## config.mk

```make
export PLATFORM = sky130hd
export DESIGN_NAME = bias_relu_flat
export DESIGN_NICKNAME = d
export VERILOG_FILES = /design/src/rtl/bias_relu_if.sv /design/src/rtl/bias_relu.sv /design/src/flat_wrapper.sv
export SDC_FILE = /design/constraint.sdc
export NUM_CORES = 1
export LEC_CHECK = 0
export ABC_AREA = 1
export BUFFER_PORTS_ARGS = -buffer_cell sky130_fd_sc_hd__buf_4
export CORE_ASPECT_RATIO = 2
export CORE_MARGIN = 2
export CORE_UTILIZATION = 55
export CTS_CLUSTER_DIAMETER = 50
export DETAILED_ROUTE_END_ITERATION = 12
export PLACE_DENSITY = 0.78
export SETUP_SLACK_MARGIN = 0.1
export SLEW_MARGIN = 20
export SYNTH_ARGS = -nofsm -noshare
export SYNTH_HDL_FRONTEND = slang
export SYNTH_SLANG_ARGS = --single-unit
export TNS_END_PERCENT = 100
```

## constraint.sdc

```tcl
create_clock -name clk -period 3.4 [get_ports clk]
set_input_delay 1.02 -clock clk [delete_from_list [all_inputs] [get_ports clk]]
set_output_delay 1.02 -clock clk [all_outputs]
set_load 0.05 [all_outputs]
```

## src/rtl/bias_relu_if.sv

```systemverilog
// Avalon-MM bus bundle: the master modport issues requests, the slave modport answers them.
// The block is a slave on its CPU port and a master on its SDRAM port.
interface bias_relu_if #(
  parameter int ADDR_W = 32
);
  logic              waitrequest;
  logic [ADDR_W-1:0] address;
  logic              read;
  logic [31:0]       readdata;
  logic              readdatavalid;
  logic              write;
  logic [31:0]       writedata;

  modport master (
    input  waitrequest, readdata, readdatavalid,
    output address, read, write, writedata
  );

  modport slave (
    input  address, read, write, writedata,
    output waitrequest, readdata
  );
endinterface

```

## src/rtl/bias_relu.sv

```systemverilog
// Saturating Q16.16 bias add with optional ReLU over SDRAM vectors: dst[i] = relu(sat(dot[i] + bias[i])).
// CPU programs the addresses/length over the csr slave, then the FSM walks the vectors through the mem master.
module bias_relu #(
  parameter int WORD_BYTES = 4,
  parameter bit RELU_RESET = 1'b1
) (
  input  logic         clk,
  input  logic         rst_n,
  bias_relu_if.slave   csr,
  bias_relu_if.master  mem
);

  localparam logic [2:0] IDLE    = 3'd0;
  localparam logic [2:0] RD_SRC  = 3'd1;
  localparam logic [2:0] WT_SRC  = 3'd2;
  localparam logic [2:0] RD_BIAS = 3'd3;
  localparam logic [2:0] WT_BIAS = 3'd4;
  localparam logic [2:0] CALC    = 3'd5;
  localparam logic [2:0] WR      = 3'd6;
  localparam logic [2:0] FIN     = 3'd7;

  localparam logic [31:0] STRIDE = 32'(WORD_BYTES);

  logic [2:0]  state;
  logic [31:0] src_addr;
  logic [31:0] bias_addr;
  logic [31:0] dst_addr;
  logic [31:0] length;
  logic        relu;
  logic [31:0] sat_count;
  logic [31:0] idx;
  logic [31:0] a;
  logic [31:0] b;

  logic [31:0] offset;
  logic [32:0] sum;
  logic        clamp;
  logic [31:0] result;

  assign offset = idx * STRIDE;

  // NOTE: every signal assigned in always_comb gets a default first so no path leaves it unassigned (no latch).
  always_comb begin
    sum    = {a[31], a} + {b[31], b};
    clamp  = (sum[32] != sum[31]);
    result = sum[31:0];
    if (clamp) begin
      result = sum[32] ? 32'h8000_0000 : 32'h7FFF_FFFF;
    end
    if (relu && result[31]) begin
      result = '0;
    end
  end

  // Readback is combinational; the CPU only samples it while the block is idle.
  always_comb begin
    csr.readdata = '0;
    case (csr.address)
      4'd0:    csr.readdata = sat_count;
      4'd2:    csr.readdata = src_addr;
      4'd3:    csr.readdata = bias_addr;
      4'd4:    csr.readdata = dst_addr;
      4'd5:    csr.readdata = length;
      4'd6:    csr.readdata = {31'b0, relu};
      default: csr.readdata = '0;
    endcase
  end

  // NOTE: sequential state uses non-blocking assignments so every register samples pre-edge values.
  always_ff @(posedge clk) begin
    if (!rst_n) begin
      state           <= IDLE;
      src_addr        <= '0;
      bias_addr       <= '0;
      dst_addr        <= '0;
      length          <= '0;
      relu            <= RELU_RESET;
      sat_count       <= '0;
      idx             <= '0;
      a               <= '0;
      b               <= '0;
      mem.read        <= 1'b0;
      mem.write       <= 1'b0;
      mem.address     <= '0;
      mem.writedata   <= '0;
      csr.waitrequest <= 1'b0;
    end else begin
      case (state)
        IDLE: begin
          if (csr.write) begin
            case (csr.address)
              4'd0: begin
                sat_count       <= '0;
                idx             <= '0;
                csr.waitrequest <= 1'b1;
                state           <= RD_SRC;
              end
              4'd2:    src_addr  <= csr.writedata;
              4'd3:    bias_addr <= csr.writedata;
              4'd4:    dst_addr  <= csr.writedata;
              4'd5:    length    <= csr.writedata;
              4'd6:    relu      <= csr.writedata[0];
              default: ;
            endcase
          end
        end

        // First cycle decides between finishing and issuing; the request then holds until accepted.
        RD_SRC: begin
          if (!mem.read) begin
            if (idx >= length) begin
              state <= FIN;
            end else begin
              mem.read    <= 1'b1;
              mem.address <= src_addr + offset;
            end
          end else if (!mem.waitrequest) begin
            mem.read <= 1'b0;
            state    <= WT_SRC;
          end
        end

        // The bias request is launched together with capturing the source word to save a cycle.
        WT_SRC: begin
          if (mem.readdatavalid) begin
            a           <= mem.readdata;
            mem.read    <= 1'b1;
            mem.address <= bias_addr + offset;
            state       <= RD_BIAS;
          end
        end

        RD_BIAS: begin
          if (!mem.waitrequest) begin
            mem.read <= 1'b0;
            state    <= WT_BIAS;
          end
        end

        WT_BIAS: begin
          if (mem.readdatavalid) begin
            b     <= mem.readdata;
            state <= CALC;
          end
        end

        CALC: begin
          mem.writedata <= result;
          mem.write     <= 1'b1;
          mem.address   <= dst_addr + offset;
          if (clamp) begin
            sat_count <= sat_count + 32'd1;
          end
          state <= WR;
        end

        WR: begin
          if (!mem.waitrequest) begin
            mem.write <= 1'b0;
            idx       <= idx + 32'd1;
            state     <= RD_SRC;
          end
        end

        FIN: begin
          csr.waitrequest <= 1'b0;
          state           <= IDLE;
        end

        default: state <= IDLE;
      endcase
    end
  end

endmodule

```

## src/flat_wrapper.sv

```systemverilog
// flat-port wrapper written by rule: the top's interface ports become plain ports
module bias_relu_flat 
#(
  parameter int WORD_BYTES = 4,
  parameter bit RELU_RESET = 1'b1
)
  (clk, rst_n, csr_address, csr_read, csr_write, csr_writedata, csr_waitrequest, csr_readdata, mem_waitrequest, mem_readdata, mem_readdatavalid, mem_address, mem_read, mem_write, mem_writedata);
  bias_relu_if #(.ADDR_W(4)) csr_i ();
  bias_relu_if #(.ADDR_W(32)) mem_i ();
  input  logic clk;
  input  logic rst_n;
  input wire logic [$bits(csr_i.address)-1:0] csr_address;
  input wire logic [$bits(csr_i.read)-1:0] csr_read;
  input wire logic [$bits(csr_i.write)-1:0] csr_write;
  input wire logic [$bits(csr_i.writedata)-1:0] csr_writedata;
  output wire logic [$bits(csr_i.waitrequest)-1:0] csr_waitrequest;
  output wire logic [$bits(csr_i.readdata)-1:0] csr_readdata;
  input wire logic [$bits(mem_i.waitrequest)-1:0] mem_waitrequest;
  input wire logic [$bits(mem_i.readdata)-1:0] mem_readdata;
  input wire logic [$bits(mem_i.readdatavalid)-1:0] mem_readdatavalid;
  output wire logic [$bits(mem_i.address)-1:0] mem_address;
  output wire logic [$bits(mem_i.read)-1:0] mem_read;
  output wire logic [$bits(mem_i.write)-1:0] mem_write;
  output wire logic [$bits(mem_i.writedata)-1:0] mem_writedata;
  assign csr_i.address = csr_address;
  assign csr_i.read = csr_read;
  assign csr_i.write = csr_write;
  assign csr_i.writedata = csr_writedata;
  assign csr_waitrequest = csr_i.waitrequest;
  assign csr_readdata = csr_i.readdata;
  assign mem_i.waitrequest = mem_waitrequest;
  assign mem_i.readdata = mem_readdata;
  assign mem_i.readdatavalid = mem_readdatavalid;
  assign mem_address = mem_i.address;
  assign mem_read = mem_i.read;
  assign mem_write = mem_i.write;
  assign mem_writedata = mem_i.writedata;
  bias_relu #(.WORD_BYTES(WORD_BYTES), .RELU_RESET(RELU_RESET)) u_core (.clk(clk), .rst_n(rst_n), .csr(csr_i), .mem(mem_i));
endmodule
```

==> results.py <==
metrics = {
    "placed_design": {
        "portBuffers": 171,
        "placed_cell_area_um2": 21900,
        "hpwl_mm": 51.8,
        "globalplace.congestion": 1.00,
        "pre_cts_ws_ns": -0.0951,
    },
    "flow_run": {
        "maxCapViolations": 0,
    },
    "power": {
        "leakage_nw": 10.6,
        "switching_share_pct": 36.0,
        "power_density_nw_per_um2": 535,
        "power_frac_seq_pct": 35.9,
        "p_sw_w": 0.00455,
        "peakVddDrop_mv": 0.792,
        "comb_power_share_pct": 30.3,
        "clkPwrFrac_pct": 33.8,
        "p_int_w": 0.00809,
    },
    "hold_path": {
        "hold_end": "u_core.b[17]",
        "min_from": "u_core.b[17]",
        "hold_depth": 2,
        "holdCritPathClass": "flip-flop to flip-flop",
    },
    "logic_synthesis": {
        "synth_most_common_cell": "nand2_1",
        "synthCells": 2893,
        "synth_edf_count": 0,
        "synth_area_um2": 19100,
        "yosysTopAreaCell": "dfxtp_1",
        "async_flop_share_pct": 0,
        "yosys-top-cells-area": "dfxtp_1, nand2_1, nor2_1",
        "synth_ff_type": "dfxtp_1",
        "yosysWarningCount": 0,
        "synth.distinct_cells": 57,
        "syn_area_per_cell_um2": 6.60,
        "yosysTopAreaCellShare_pct": 34.3,
        "seq_area_frac_synth_pct": 34.3,
        "synth_common_cells": "nand2_1, nor2_1, o21ai_0, dfxtp_1, inv_1",
        "syn-num-nets": 3064,
        "synth-seq-cells": 327,
    },
    "die": {
        "start_util_pct": 55.8,
        "fp.dieH_um": 268,
        "die_x_um": 136,
        "core_region_area_um2": 34200,
        "ios": 173,
        "dieArea_um2": 36300,
        "rows": 96,
    },
    "global_routing": {
        "grt_max_degree": 171,
        "grt_pass1_wl_mm": 105,
        "overflow": 0,
        "grt_pass1_vias": 20398,
        "grt_antenna_before_repair": 2,
        "track_usage_pct": 37.3,
    },
    "detailed_routing": {
        "ant_nets": 0,
        "drtIter0Drc": 1570,
        "remaining_drc_errors": 0,
        "num_vias": 20956,
        "routed_wl_mm": 69.3,
        "avgRoutedWirePerCell_um": 19.2,
        "viasPerCell": 5.80,
        "firstDrtPassIters": 6,
    },
    "timing": {
        "timing.fmax_mhz": 305,
        "fin_crit_ns": 3.28,
        "worst_pin_slew_ns": 0.774,
        "fin_ws_ns": 0.118,
        "finalSetupViolations": 0,
        "hold_viol": 0,
        "finalClockSkew_ns": 0.0192,
        "final.setup.tns_ns": 0,
        "post-route-period-util_pct": 96.5,
        "max_slew_margin_pct": 48.4,
        "rsz0062_at_grt": "true",
        "report.final.slew_viol_count": 0,
    },
    "setup_path": {
        "worst_r2r_endpoint": "u_core.mem.address[21]",
        "endpoint_kind": "primary output",
        "critPathLaunchType": "input pin",
        "reg2reg_depth": 17,
        "crit_arrival_ns": 2.26,
        "worstPathRequired_ns": 2.38,
        "critPathKind": "input pin to primary output",
        "r2r_slack_ns": 0.22,
        "regToRegStartpoint": "u_core.state[2]",
        "worstPathMaxFanout": 17,
    },
    "layout": {
        "stdcell_area_um2": 23600,
        "final_layout_size_suffix_gt1_share_pct": 16.9,
        "layout-area-overhead-vs-synth_pct": 23.7,
        "final_nets": 3316,
    },
    "clock_network": {
        "insertion_delay_ns": 0.54,
        "cts_buffers": 34,
        "cts_tree": "yes",
        "htree_levels": 2,
        "cts.root.buffer_cell": "clkbuf_16",
        "clockBufferDepth": 3,
        "cts.sinks": 327,
        "path_clk_slew_ns": 0.06,
        "hold_buffers": 0,
    },
    "outcome": {
        "status": "finished, final reports clean",
    },
}
==> worst max path at each step <==
| stage | endpoint | startpoint | depth (start not counted) |
|---|---|---|---|
| final | csr_readdata[0] | csr_address[0] | 8 |
| after global routing | u_core.mem.address[27] | u_core.state[2] | 20 |
| after CTS | csr_readdata[23] | csr_address[1] | 10 |
| after detailed placement | u_core.mem.address[21] | u_core.state[1] | 19 |
| after global placement | csr_readdata[2] | csr_address[2] | 9 |
| after floorplan | csr_readdata[13] | csr_address[3] | 4 |
==> metrics by stage <==
step	total power [W]	std cells	util, %	hold WS [ns]
2_1_floorplan	0.00710	2893	-	0.428
3_3_place_gp	0.00824	3543	63.8	0.436
3_5_place_dp	0.00832	3543	63.8	0.443
4_1_cts	0.0126	3607	67.9	0.453
5_1_grt	0.0132	3613	69.0	0.472
6_report	0.0126	3613	69.0	0.449
==> registers in the layout, indices dropped and copies added, names as in the netlist <==
signal                  count
u_core.a                   32
u_core.b                   32
u_core.bias_addr           32
u_core.csr.waitrequest      1
u_core.dst_addr            32
u_core.idx                 32
u_core.length              32
u_core.mem.address         32
u_core.mem.read             1
u_core.mem.write            1
u_core.mem.writedata       32
u_core.relu                 1
u_core.sat_count           32
u_core.src_addr            32
u_core.state                3
==> cell families after synthesis <==
kind of cell,synth area share (%)
AOI/OAI and AO/OA,20.3
xor gates and xnor gates,2.80
adders and majority gates,6.43
buffers and inverters,8.42
DFF,34.3
and+or+nand+nor,27.8
==> worst max-delay path: stages <==
cell	delay, ns
buf_4	0.13
nor2_2	0.06
nand2_2	0.15
buf_12	0.20
inv_1	0.12
a21oi_2	0.18
nand4_1	0.18
buf_6	0.20
==> routing by layer <==
metal | wire length, um | track usage (%) | up-vias
met2 | 35200 | 66.7 | 882
met5 | 0 | 0 | -
met3 | 4310 | 5.83 | 285
li1 | - | - | 10080
met4 | 7110 | 35.1 | 0
met1 | 22700 | 35.5 | 9709
==> placed cells by master, fill, tap and decap left out, drive strengths merged, types with 52 or more instances in the layout <==
master / count
nand2: 565
nor2: 477
buf: 335
o21ai: 331
dfxtp: 327
inv: 291
a21oi: 276
nand3: 120
ha: 95
nor3: 56
xor2: 52
==> layout make-up <==
cell class	instances	area [um2]
Sequential cell	327	6550
Fill cell	3005	10600
Clock buffer	50	1050
Tap cell	441	552
Multi-Input combinational cell	2151	11400
Clock inverter	11	216
Timing Repair Buffer	336	2730
Antenna cell	2	5.00
Inverter	295	1110
==> power groups by stage <==
stage / registers, W / logic (W) / clock network (W)
global route: 0.00458 / 0.00415 / 0.00444
finish: 0.00454 / 0.00384 / 0.00427
floorplan: 0.00525 / 0.00185 / 0
CTS: 0.00453 / 0.00375 / 0.00430
global placement: 0.00459 / 0.00365 / 0
detailed placement: 0.00461 / 0.00372 / 0
==> repair_timing <==
item | in CTS | in global routing
resized for setup | 27 | 101
cloned | 0 | 1
pin swaps | 2 | 9
endpoints found under the hold margin | 0 | 0
setup endpoints to repair | 49 | 54
setup buffers | 3 | 3
Power figures use the tool's default switching activity.
